## config.mk

```make
export PLATFORM = sky130hd
export DESIGN_NAME = vlc_4b6b_tx_framer
export DESIGN_NICKNAME = d
export VERILOG_FILES = /design/src/rtl/vlc_4b6b_tx_framer.sv
export SDC_FILE = /design/constraint.sdc
export NUM_CORES = 1
export LEC_CHECK = 0
export ABC_AREA = 1
export BUFFER_PORTS_ARGS = -buffer_cell sky130_fd_sc_hd__buf_4
export CAP_MARGIN = 40
export CORE_MARGIN = 2
export CORE_UTILIZATION = 49
export DETAILED_ROUTE_END_ITERATION = 12
export PLACE_DENSITY = 0.73
export SLEW_MARGIN = 20
export SYNTH_ARGS = -nofsm -noshare
export SYNTH_HDL_FRONTEND = slang
export SYNTH_SLANG_ARGS = --single-unit
```

## constraint.sdc

```tcl
create_clock -name clk -period 2.6 [get_ports clk]
set_clock_uncertainty 0.1 [all_clocks]
set_input_delay 0.26 -clock clk [delete_from_list [all_inputs] [get_ports clk]]
set_output_delay 0.26 -clock clk [all_outputs]
set_load 0.02 [all_outputs]
```

## src/rtl/vlc_4b6b_tx_framer.sv

```systemverilog
// VLC transmit framer: byte stream -> preamble + SFD + 4B6B-coded nibbles, MSB-first, CLKS_PER_BIT clocks per bit.
// One-byte holding register decouples the source handshake from the serializer.
// state    | meaning
// S_IDLE   | line quiet, waiting for a byte in the holding register
// S_PRE    | alternating 1,0 preamble
// S_SFD    | start-of-frame delimiter
// S_HI     | code of the high nibble
// S_LO     | code of the low nibble, decides continue / end / underrun
// S_END    | one quiet cycle carrying the frame_done or underrun pulse
module vlc_4b6b_tx_framer #(
    parameter int          CLKS_PER_BIT  = 16,
    parameter int          PREAMBLE_BITS = 16,
    parameter logic [5:0]  SFD           = 6'b111000
) (
    input  logic       clk,
    input  logic       rst_n,
    input  logic [7:0] s_data,
    input  logic       s_valid,
    input  logic       s_last,
    output logic       s_ready,
    input  logic       abort,
    output logic       tx_bit,
    output logic       tx_en,
    output logic       busy,
    output logic       frame_done,
    output logic       underrun
);

    localparam int TW   = (CLKS_PER_BIT > 2) ? $clog2(CLKS_PER_BIT) : 1;
    localparam int BMAX = (PREAMBLE_BITS > 6) ? PREAMBLE_BITS : 6;
    localparam int BCW  = $clog2(BMAX);
    localparam logic [TW-1:0]  T_LAST   = TW'(CLKS_PER_BIT - 1);
    localparam logic [BCW-1:0] PRE_LAST = BCW'(PREAMBLE_BITS - 1);
    localparam logic [BCW-1:0] COD_LAST = BCW'(5);

    typedef enum logic [2:0] {S_IDLE, S_PRE, S_SFD, S_HI, S_LO, S_END} state_t;

    state_t         state, state_n;
    logic [TW-1:0]  timer, timer_n;
    logic [BCW-1:0] bitcnt, bitcnt_n;
    logic [7:0]     cur_byte, byte_n, hold_data;
    logic           cur_last, last_n, hold_last;
    logic           hold_full, hold_full_n;
    logic           tx_bit_n, tx_en_n, fd_n, ur_n;
    logic           load, accept, bit_end, last_bit, on_line_n;
    logic [5:0]     code;
    logic [2:0]     sel;

    function automatic logic [5:0] enc4b6b(input logic [3:0] n);
        case (n)
            4'h0: enc4b6b = 6'b001110;  4'h1: enc4b6b = 6'b001101;
            4'h2: enc4b6b = 6'b010011;  4'h3: enc4b6b = 6'b010110;
            4'h4: enc4b6b = 6'b010101;  4'h5: enc4b6b = 6'b100011;
            4'h6: enc4b6b = 6'b100110;  4'h7: enc4b6b = 6'b100101;
            4'h8: enc4b6b = 6'b011001;  4'h9: enc4b6b = 6'b011010;
            4'hA: enc4b6b = 6'b011100;  4'hB: enc4b6b = 6'b110001;
            4'hC: enc4b6b = 6'b110010;  4'hD: enc4b6b = 6'b101001;
            4'hE: enc4b6b = 6'b101010;  default: enc4b6b = 6'b101100;
        endcase
    endfunction

    assign s_ready  = !hold_full;
    assign busy     = (state != S_IDLE) || hold_full;
    assign accept   = s_valid && !hold_full && !abort;
    assign bit_end  = (timer == T_LAST);
    assign last_bit = bit_end && (bitcnt == ((state == S_PRE) ? PRE_LAST : COD_LAST));

    always_comb begin
        state_n = state;
        load    = 1'b0;
        fd_n    = 1'b0;
        ur_n    = 1'b0;
        case (state)
            S_IDLE: if (hold_full) state_n = S_PRE;
            S_PRE:  if (last_bit) state_n = S_SFD;
            S_SFD:  if (last_bit) begin state_n = S_HI; load = 1'b1; end
            S_HI:   if (last_bit) state_n = S_LO;
            S_LO: begin
                if (last_bit) begin
                    if (cur_last) begin
                        state_n = S_END;
                        fd_n    = 1'b1;
                    end else if (hold_full) begin
                        state_n = S_HI;
                        load    = 1'b1;
                    end else begin
                        state_n = S_END;
                        ur_n    = 1'b1;
                    end
                end
            end
            S_END:  state_n = S_IDLE;
            default: state_n = S_IDLE;
        endcase
        if (abort) begin
            state_n = S_IDLE;
            load    = 1'b0;
            fd_n    = 1'b0;
            ur_n    = 1'b0;
        end

        on_line_n = (state_n == S_PRE) || (state_n == S_SFD) || (state_n == S_HI) || (state_n == S_LO);
        timer_n   = '0;
        bitcnt_n  = '0;
        if (state_n == state && on_line_n) begin
            if (bit_end) bitcnt_n = bitcnt + 1'b1;
            else begin
                bitcnt_n = bitcnt;
                timer_n  = timer + 1'b1;
            end
        end

        byte_n      = load ? hold_data : cur_byte;
        last_n      = load ? hold_last : cur_last;
        hold_full_n = abort ? 1'b0 : (accept ? 1'b1 : (load ? 1'b0 : hold_full));

        // Line bit is derived from where the serializer will be next cycle
        sel  = 3'd5 - bitcnt_n[2:0];
        code = SFD;
        if (state_n == S_HI) code = enc4b6b(byte_n[7:4]);
        if (state_n == S_LO) code = enc4b6b(byte_n[3:0]);
        tx_en_n  = on_line_n;
        tx_bit_n = 1'b0;
        if (state_n == S_PRE) tx_bit_n = ~bitcnt_n[0];
        else if (on_line_n)   tx_bit_n = code[sel];
    end

    always_ff @(posedge clk or negedge rst_n) begin
        if (!rst_n) begin
            state      <= S_IDLE;
            timer      <= '0;
            bitcnt     <= '0;
            cur_byte   <= '0;
            cur_last   <= 1'b0;
            hold_data  <= '0;
            hold_last  <= 1'b0;
            hold_full  <= 1'b0;
            tx_bit     <= 1'b0;
            tx_en      <= 1'b0;
            frame_done <= 1'b0;
            underrun   <= 1'b0;
        end else begin
            state      <= state_n;
            timer      <= timer_n;
            bitcnt     <= bitcnt_n;
            cur_byte   <= byte_n;
            cur_last   <= last_n;
            hold_full  <= hold_full_n;
            tx_bit     <= tx_bit_n;
            tx_en      <= tx_en_n;
            frame_done <= fd_n;
            underrun   <= ur_n;
            if (accept) begin
                hold_data <= s_data;
                hold_last <= s_last;
            end
        end
    end

endmodule
```

# --- Word level (Yosys, flattened, before mapping) ---
# Memories as Yosys holds them, arrays and structs flattened.
# Cells that the tools add are included.
op_classes:
  order_cmp: 1
  eq_ne: 12
  bitwise: 1
  n_addsub: 3
  n_mux: 39
  n_reduce_logical: 13
op_table:
  columns: ["op", "count"]
  rows:
  - ["$mux W3", 8]
  - ["$mux W1", 20]
  - ["$mux W4", 5]
  - ["$pmux W3 S5", 1]
  - ["$eq A3 B2 Y1 const B", 4]
  - ["$mux W6", 2]
  - ["$add A4 B1 Y4 const B", 2]
  - ["$mux W8", 1]
  - ["$eq A3 B1 Y1 const B", 2]
  - ["$eq A3 B3 Y1 const B", 2]
  - ["$reduce_bool A3 Y1", 2]
  - ["$eq A4 B4 Y1", 1]
  - ["$eq A4 B4 Y1 const B", 1]
  - ["$logic_and A1 B1 Y1", 4]
  - ["$logic_or A1 B1 Y1", 4]
  - ["$lt A3 B4 Y1 const B", 1]
  - ["$bmux W1 S3", 1]
  - ["$eq A3 B3 Y1", 1]
  - ["$logic_not A3 Y1", 1]
  - ["$sub A3 B3 Y3 const A", 1]
  - ["$logic_not A1 Y1", 2]
  - ["$ne A2 B2 Y1 const B", 1]
  - ["$pmux W1 S2", 1]
  - ["$not A1 Y1", 1]
totals:
  n_memories: 2
  wordCells: 84
  mem_bits_ro: 192
  output_inout_bits: 6
  regBits: 34
mem_list:
  columns: ["name", "words", "width", "rd", "rd_clocked_by_memory_dff", "write_ports", "line_no", "source"]
  rows:
  - ["(name not given)", 16, 6, 1, 0, 0, "50", "case (n)"]
  - ["(name not given)", 16, 6, 1, 0, 0, "50", null]

# --- Logic depth before layout (Yosys ltp) ---
# Gate-level depths: netlist (run 1).
logic_depth:
  ltp_word: 18
  mapped_depth: 21

# --- Worst setup path before layout (run 1) ---
# No wires, ideal clock.
synth_timing:
  path_kind: "flip-flop to flip-flop"
  startpoint: "register timer[0]"
  endpoint: "register tx_bit"
  setup_time_ns: 0.118
  stages_incl_launch_ff: 18
  synth_period_minus_slack_ns: 2.789
  setup_slack_ns: -0.189
  t_arrival_ns: 2.570
  path_cell_list: "dfrtp_1 > ha_1 > nand3_1 > nor2_4 > nand4_4 > o21ai_0 > inv_1 > ha_1 > inv_1 > nand2_1 > o21ai_0 > nand2_1 > nand3_1 > nand2_1 > nand2_1 > nand3_1 > nand4_1 > nand2_1"
synth_lines:
  columns: ["item", "line_no", "source"]
  rows:
  - ["start: declaration", "39", "logic [TW-1:0] timer, timer_n;"]
  - ["start signal: assignment", "144", "timer <= timer_n;"]
  - ["$eq A4 B4 Y1 (*)", "65", "assign bit_end = (timer == T_LAST);"]
  - ["$logic_and A1 B1 Y1 (*)", "66", "assign last_bit = bit_end && (bitcnt == ((state == S_PRE) ? PRE_LAST : COD_LAST));"]
  - ["$mux W1 (on tied branches)", "79, 76", null]
  - ["$pmux W1 S2 (*)", "73", "case (state)"]
  - ["$mux W1 (*)", "95", "if (abort) begin"]
  - ["$mux W8 (*)", "113", "byte_n = load ? hold_data : cur_byte;"]
  - ["net byte_n[4]", "41", "logic [7:0] cur_byte, byte_n, hold_data;"]
  - ["$mem_v2 Z16 W6 (*)", null, null]
  - ["$mux W6 (*)", "120", "if (state_n == S_HI) code = enc4b6b(byte_n[7:4]);"]
  - ["$mux W6 (*)", "121", "if (state_n == S_LO) code = enc4b6b(byte_n[3:0]);"]
  - ["$bmux W1 S3 (*)", "125", "else if (on_line_n) tx_bit_n = code[sel];"]
  - ["$mux W1 (implied by the code) (*)", "125", null]
  - ["$mux W1 (*)", "125", null]
  - ["$mux W1 (*)", "124", "if (state_n == S_PRE) tx_bit_n = ~bitcnt_n[0];"]
  - ["net tx_bit_n", "44", "logic tx_bit_n, tx_en_n, fd_n, ur_n;"]
  - ["end signal: assignment", "149", "tx_bit <= tx_bit_n;"]
  - ["end: declaration", "22", "output logic tx_bit,"]
# Mark *: on every way through the listed nets, which the timed path passes. The rest lies on a longest branch. The select of a mux whose other input is x is not followed.
# A chain may end at the register's enable or synchronous reset.

# --- Worst setup path in the final report (run 1) ---
layout_timing:
  startpoint: "register timer[1]"
  endpoint: "register tx_bit"
layout_between:
  elab_chain_cells: 16
layout_rtl:
  columns: ["item", "line_no", "source"]
  rows:
  - ["$eq A4 B4 Y1 (*)", "65", null]
  - ["$logic_and A1 B1 Y1", "66", null]
  - ["$mux W3 (on tied branches)", null, null]
  - ["$pmux W3 S5", "73", null]
  - ["$mux W3", "95", null]
  - ["$eq A3 B1 Y1 or $eq A3 B2 Y1 (tied branches)", "102, 124", null]
  - ["$logic_or A1 B1 Y1 (3 in a row)", "102", "on_line_n = (state_n == S_PRE) || (state_n == S_SFD) || (state_n == S_HI) || (state_n == S_LO);"]
  - ["$logic_and A1 B1 Y1", "105", "if (state_n == state && on_line_n) begin"]
  - ["$mux W4", "105", null]
  - ["$sub A3 B3 Y3", "118", "sel = 3'd5 - bitcnt_n[2:0];"]
  - ["$bmux W1 S3", "125", null]
  - ["$mux W1 (implied by the code)", "125", null]
  - ["$mux W1", "125", null]
  - ["$mux W1 (*)", "124", null]
  - ["net tx_bit_n", "44", null]
# Marked as above.

==> results.py, run 1 <==
metrics = {
    "drt": {
        "vias_per_cell": 5.03,
        "wirelength_um": 5760,
        "drt_iter0_drc": 120,
        "top_layer": "met4",
        "drcViolationCount": 0,
        "routed-wl-met3_um": 185,
        "drtPass1Iterations": 4,
        "ant_nets": 0,
        "wire_per_inst_um": 12.6,
        "num_vias": 2306,
        "wl_met2_um": 2950,
        "met1_length_um": 2530,
    },
    "cells_and_area": {
        "drive_gt1_share_pct": 33.2,
        "fin_nets": 419,
        "final-seq-area_um2": 855,
        "layoutNonFillerInstCount": 458,
        "nFillCells": 413,
        "mostFrequentLayoutCell": "nand2_1",
        "final_core_util_pct": 66.1,
        "multi_input_area_um2": 1510,
        "layout_common_cells": "90 x nand2_1, 48 x buf_4, 42 x inv_1",
        "n_antenna_cell": 0,
        "areaGrowthSynthToFinish_pct": 28.7,
    },
    "synthesis": {
        "yosys_register_bits": 34,
        "synth_area_leaders": "dfrtp_1 35%, nand2_1 15%, nand3_1 8.4%, ha_1 8.2%, inv_1 7.1%",
        "synth_top_area_share_pct": 34.8,
        "seq_area_frac_synth_pct": 34.8,
        "yosys.area.top_type": "dfrtp_1",
        "syn-instance-count": 334,
        "synth.cell_area_um2": 2440,
        "synth.avg_cell_area_um2": 7.32,
        "synth_nets": 363,
        "ys_warn_count": 0,
        "ys_types": 30,
    },
    "global_route": {
        "grt_pass1_wl_um": 9400,
        "grt_overflow": 0,
        "grt_pass1_vias": 2222,
        "antenna_found_initial": 0,
        "grt_use_total_pct": 21.9,
        "grt_start_max_net_pins": 35,
    },
    "power_and_ir_drop": {
        "p_sw_mw": 0.353,
        "p_per_area_nw_per_um2": 390,
        "p_comb_share_pct": 17.8,
        "irDropWorstVdd_mv": 0.287,
        "clkPwrFrac_pct": 33.8,
        "switching_share_pct": 28.7,
        "p_leak_nw": 1.63,
        "power.internal_mw": 0.874,
        "power_frac_seq_pct": 48.5,
    },
    "setup_path": {
        "path_cells": "ha_2 -> nand3_4 -> nor2_4 -> buf_12 -> nand4_4 -> o21ai_2 -> buf_4 -> ha_1 -> inv_1 -> nand3_1 -> nand2_1 -> nand2_1 -> nand3_1 -> nand2_1 -> clkinv_1 -> nand2_1 -> nand3_1 -> nand4_1 -> nand2_1",
        "slowest_stage": "dfrtp_1",
        "crit_buf_inv": 4,
        "worstPathArrival_ns": 2.67,
        "worstSetupEndpointType": "flip-flop",
        "critPathKind": "flip-flop to flip-flop",
        "critPathMaxFanout": 8,
        "cpMostUsedCell": "nand2_1",
        "critical-path-top-delay-family": "simple AND/OR/NAND/NOR gates",
        "cpPeakStageDelay_ns": 0.36,
        "worstPathRequired_ns": 2.68,
        "start_kind": "flip-flop",
    },
    "placed_design": {
        "dpl_worst_slack_ns": -0.138,
        "numPortBuffers": 18,
        "dp.cells": 436,
        "place.gp.congestion": 0.881,
        "dp_hpwl_um": 4090,
    },
    "timing": {
        "slew_headroom_pct": 60.4,
        "setup_viol": 0,
        "finalSetupTns_ns": 0,
        "rsz0062_at_grt": "true",
        "timing.final.crit_share_pct": 99.7,
        "final.min_clock_period_ns": 2.59,
        "maxSlewViolCount": 0,
        "fin_ws_ns": 0.00799,
        "worstMarginPinSlew_ns": 0.588,
        "max_freq_mhz": 386,
        "hold_viol_final": 0,
    },
    "cts": {
        "clk_pin_slew_ns": 0.07,
        "clock-sinks": 34,
        "cts_root_buf": "clkbuf_8",
        "clockBufferDepth": 2,
        "insertion_delay_ns": 0.29,
        "cts_buffers": 5,
        "cts_tree": "built",
        "ctsHtreeMaxLevel": 2,
    },
    "floorplan": {
        "core_area_um2": 4750,
        "boundaryPins": 19,
        "die-area_um2": 5570,
        "start_util_pct": 51.4,
        "die_w_um": 74.6,
        "die_h_um": 74.6,
        "rows": 25,
    },
    "run": {
        "max-cap-violations": 0,
    },
    "status": {
        "status": "finished clean",
    },
    "min_path": {
        "hold_path.class": "input pin to flip-flop",
    },
}
==> cells by family after synthesis <==
family / Yosys count / synth area share (%)
AO/OA/AOI/OAI: 23 / 4.97
adder cells (fa/ha/maj): 16 / 8.19
multiplexers: 5 / 2.30
XOR/XNOR: 3 / 1.08
buffers and inverters: 55 / 8.50
flip-flops: 34 / 34.8
AND/OR/NAND/NOR: 198 / 40.1
==> cell type report <==
type                    count  area share, %
flip-flops and latches     34           27.2
clock buffers               6           2.63
inverters                  53           6.33
repair buffers             51           12.8
clock inverters             2          0.398
multi-input cells         245           48.0
well taps                  67           2.67
==> Yosys cell counts (all sizes together) <==
master / instances
inv: 51
nand2: 114
clkbuf: 1
nor3: 2
dfrtp: 34
nor4: 1
o21ai: 14
clkinv: 2
or2: 3
nand3: 47
a21oi: 8
xor2: 3
mux2: 5
nor2: 26
nand4: 5
o31ai: 1
ha: 16
buf: 1
==> per-layer routing <==
layer / track usage (%) / up-vias
met5: 0 / -
met3: 3.35 / 9
met2: 40.5 / 41
li1: - / 1166
met4: 6.94 / 0
met1: 26.1 / 1090
==> flip-flops by register name, indices dropped and copies added, names as in the netlist, 3 cells and up <==
signal	flops
cur_byte	8
hold_data	8
bitcnt	4
timer	4
state	3
==> per-stage QoR <==
stage / instance area [um^2] / total power [mW] / hold WS (ns)
final: 3140 / 1.23 / 0.0627
after global routing: 3140 / 1.29 / 0.0538
after detailed placement: 2810 / 0.798 / 0.138
after global placement: 2810 / 0.793 / 0.135
after CTS: 3000 / 1.22 / 0.0582
after floorplan: 2460 / 0.722 / -0.136
==> power by group through the flow <==
stage	clock [mW]	sequential (mW)	combinational, mW
final	0.414	0.595	0.218
after global routing	0.447	0.599	0.241
after CTS	0.421	0.593	0.205
after detailed placement	0	0.603	0.195
after global placement	0	0.601	0.192
after floorplan	0	0.602	0.120
==> timing repair <==
action	in CTS	in global routing
pin swaps	4	13
buffers inserted	7	6
hold endpoints to repair	34	0
setup endpoints to repair	1	2
hold buffers	1	0
resized for setup	6	29
==> final timing paths <==
path                                             from                    end  slack, ns  depth (start not counted)
worst min register to register  hold_last$_DFFE_PN0P_   cur_last$_DFFE_PN0N_       0.39                          2
min in group asynchronous                       rst_n   cur_last$_DFFE_PN0N_       0.35                          2
worst max-delay path               timer[1]$_DFF_PN0_       tx_bit$_DFF_PN0_      0.008                         19
worst max register to register     timer[1]$_DFF_PN0_       tx_bit$_DFF_PN0_      0.008                         19
max in group asynchronous                       rst_n    bitcnt[1]$_DFF_PN0_       1.70                          2
worst min-delay path                            abort  hold_full$_DFFE_PN0P_       0.06                          2
(Power assumes the default switching activity.)
==> run 2: changes to the inputs <==
--- a/config.mk
+++ b/config.mk
@@ -8,10 +8,13 @@
 export ABC_AREA = 1
 export BUFFER_PORTS_ARGS = -buffer_cell sky130_fd_sc_hd__buf_4
 export CAP_MARGIN = 40
+export CELL_PAD_IN_SITES_DETAIL_PLACEMENT = 0
+export CELL_PAD_IN_SITES_GLOBAL_PLACEMENT = 1
 export CORE_MARGIN = 2
-export CORE_UTILIZATION = 49
+export CORE_UTILIZATION = 40
 export DETAILED_ROUTE_END_ITERATION = 12
-export PLACE_DENSITY = 0.73
+export PLACE_DENSITY = 0.79
+export RECOVER_POWER = 50
 export SLEW_MARGIN = 20
 export SYNTH_ARGS = -nofsm -noshare
 export SYNTH_HDL_FRONTEND = slang
==> results.py, run 2 (synthesized netlist as in run 1, its figures left out) <==
metrics = {
    "status": {
        "status": "finished clean",
    },
    "floorplan": {
        "rows": 28,
        "core_area_um2": 5920,
        "die_h_um": 82.2,
        "die-area_um2": 6750,
        "die_w_um": 82.2,
        "start_util_pct": 41.3,
        "boundaryPins": 19,
    },
    "timing": {
        "hold_viol_final": 0,
        "final.min_clock_period_ns": 2.58,
        "worstMarginPinSlew_ns": 0.883,
        "maxSlewViolCount": 0,
        "timing.final.crit_share_pct": 99.1,
        "slew_headroom_pct": 41.2,
        "setup_viol": 0,
        "rsz0062_at_grt": "true",
        "max_freq_mhz": 388,
    },
    "run": {
        "max-cap-violations": 0,
    },
    "global_route": {
        "grt_pass1_vias": 2127,
        "grt_pass1_wl_um": 9400,
        "antenna_found_initial": 0,
        "grt_start_max_net_pins": 35,
        "grt_overflow": 0,
        "grt_use_total_pct": 18.2,
    },
    "placed_design": {
        "numPortBuffers": 18,
        "place.gp.congestion": 0.805,
        "dp.cells": 454,
        "dp_hpwl_um": 4250,
    },
    "power_and_ir_drop": {
        "p_leak_nw": 1.68,
        "p_per_area_nw_per_um2": 371,
        "irDropWorstVdd_mv": 0.188,
    },
    "setup_path": {
        "critPathMaxFanout": 6,
        "rr_worst_depth": 20,
        "worstSetupEndpointType": "flip-flop",
        "worstPathArrival_ns": 2.65,
        "worstPathRequired_ns": 2.67,
        "start_kind": "flip-flop",
        "critPathKind": "flip-flop to flip-flop",
    },
    "drt": {
        "num_vias": 2215,
        "drtPass1Iterations": 4,
        "drt_iter0_drc": 114,
        "wirelength_um": 5700,
        "ant_nets": 0,
        "wire_per_inst_um": 12.0,
        "drcViolationCount": 0,
        "vias_per_cell": 4.65,
    },
    "cts": {
        "clk_pin_slew_ns": 0.08,
        "insertion_delay_ns": 0.28,
        "cts_buffers": 5,
        "cts_root_buf": "clkbuf_8",
        "clock-sinks": 34,
        "cts_tree": "built",
        "clockBufferDepth": 2,
        "ctsHtreeMaxLevel": 2,
    },
    "min_path": {
        "hold_depth": 2,
        "hold_path.class": "input pin to flip-flop",
    },
    "cells_and_area": {
        "layout_common_cells": "91 x nand2_1, 53 x buf_4, 38 x inv_1",
        "final_core_util_pct": 55.1,
        "top_regs": "cur_byte x8, hold_data x8",
        "layoutNonFillerInstCount": 476,
        "areaGrowthSynthToFinish_pct": 33.6,
        "drive_gt1_share_pct": 35.4,
        "fin_nets": 429,
        "n_antenna_cell": 0,
        "mostFrequentLayoutCell": "nand2_1",
    },
}
[run 2: cell count changes in the layout (fill, tap and decap cells not counted), sizes merged]
cell,delta
buf,+7
clkbuf,+3
clkinv,-1
inv,+1
[run 2: final timing paths]
kind	from	slack [ns]	to
setup / recovery	state[0]$_DFF_PN0_	0.02	tx_bit$_DFF_PN0_
hold / removal	abort	0.07	hold_full$_DFFE_PN0P_
setup reg to reg	state[0]$_DFF_PN0_	0.02	tx_bit$_DFF_PN0_
hold reg to reg	hold_last$_DFFE_PN0P_	0.40	cur_last$_DFFE_PN0N_
max in group asynchronous	rst_n	1.26	state[0]$_DFF_PN0_
min in group asynchronous	rst_n	0.51	hold_last$_DFFE_PN0P_
[run 2: final cells by class]
class	count	area, um^2
tap	75	93.8
timing repair buffer	61	465
fill	589	2660
clock buffer	6	82.6
clock inverter	2	12.5
multi-input combinational	245	1550
sequential	34	853
inverter	53	204
[run 2: timing repair]
item                                    4_1_cts  5_1_grt
endpoints found under the setup margin        1        1
gates resized for setup                       7       43
setup buffers                                 2       11
endpoints found under the hold margin        34        0
hold buffers                                  1        0
pin swaps                                     3       23
[run 2: power by group]
group          internal [mW]  total, mW  switching, mW
Combinational         0.0838      0.206          0.122
Clock                  0.213      0.411          0.198
Sequential             0.568      0.595         0.0260
[run 2: through the flow]
stage	power, mW	area (um^2)	TNS [ns]	worst slack [ns]	hold slack, ns
finish	1.21	3260	0	0.0231	0.0684
global route	1.28	3260	-0.134	-0.134	0.0555
CTS	1.22	3030	0	0.00553	0.0586
detailed placement	0.802	2900	-0.0546	-0.0546	0.145
global placement	0.800	2900	-0.0252	-0.0252	0.137
floorplan	0.722	2460	0	0.0141	-0.136
[run 2: layer usage]
metal	vias to the layer above	GRT usage, %	share of wire (%)
met5	-	0	0
met4	0	5.00	0.70
met3	2	2.61	2.4
met2	25	31.5	49
met1	1003	23.7	48
li1	1185	-	-
[run 2: critical path, cell delays in order, from the launching register on]
cell and delay (ns):
dfrtp_2 0.45, nor2_2 0.13, nand3_1 0.10, nand2_2 0.13, inv_2 0.06, buf_4 0.14
nor2_4 0.13, buf_4 0.13, o21ai_4 0.08, buf_4 0.16, ha_4 0.23, inv_2 0.05
nand2_2 0.05, o21ai_1 0.08, nand2_1 0.07, nand3_1 0.08, nand2_1 0.06, nand2_1 0.05
nand3_1 0.07, nand4_1 0.07, nand2_1 0.05
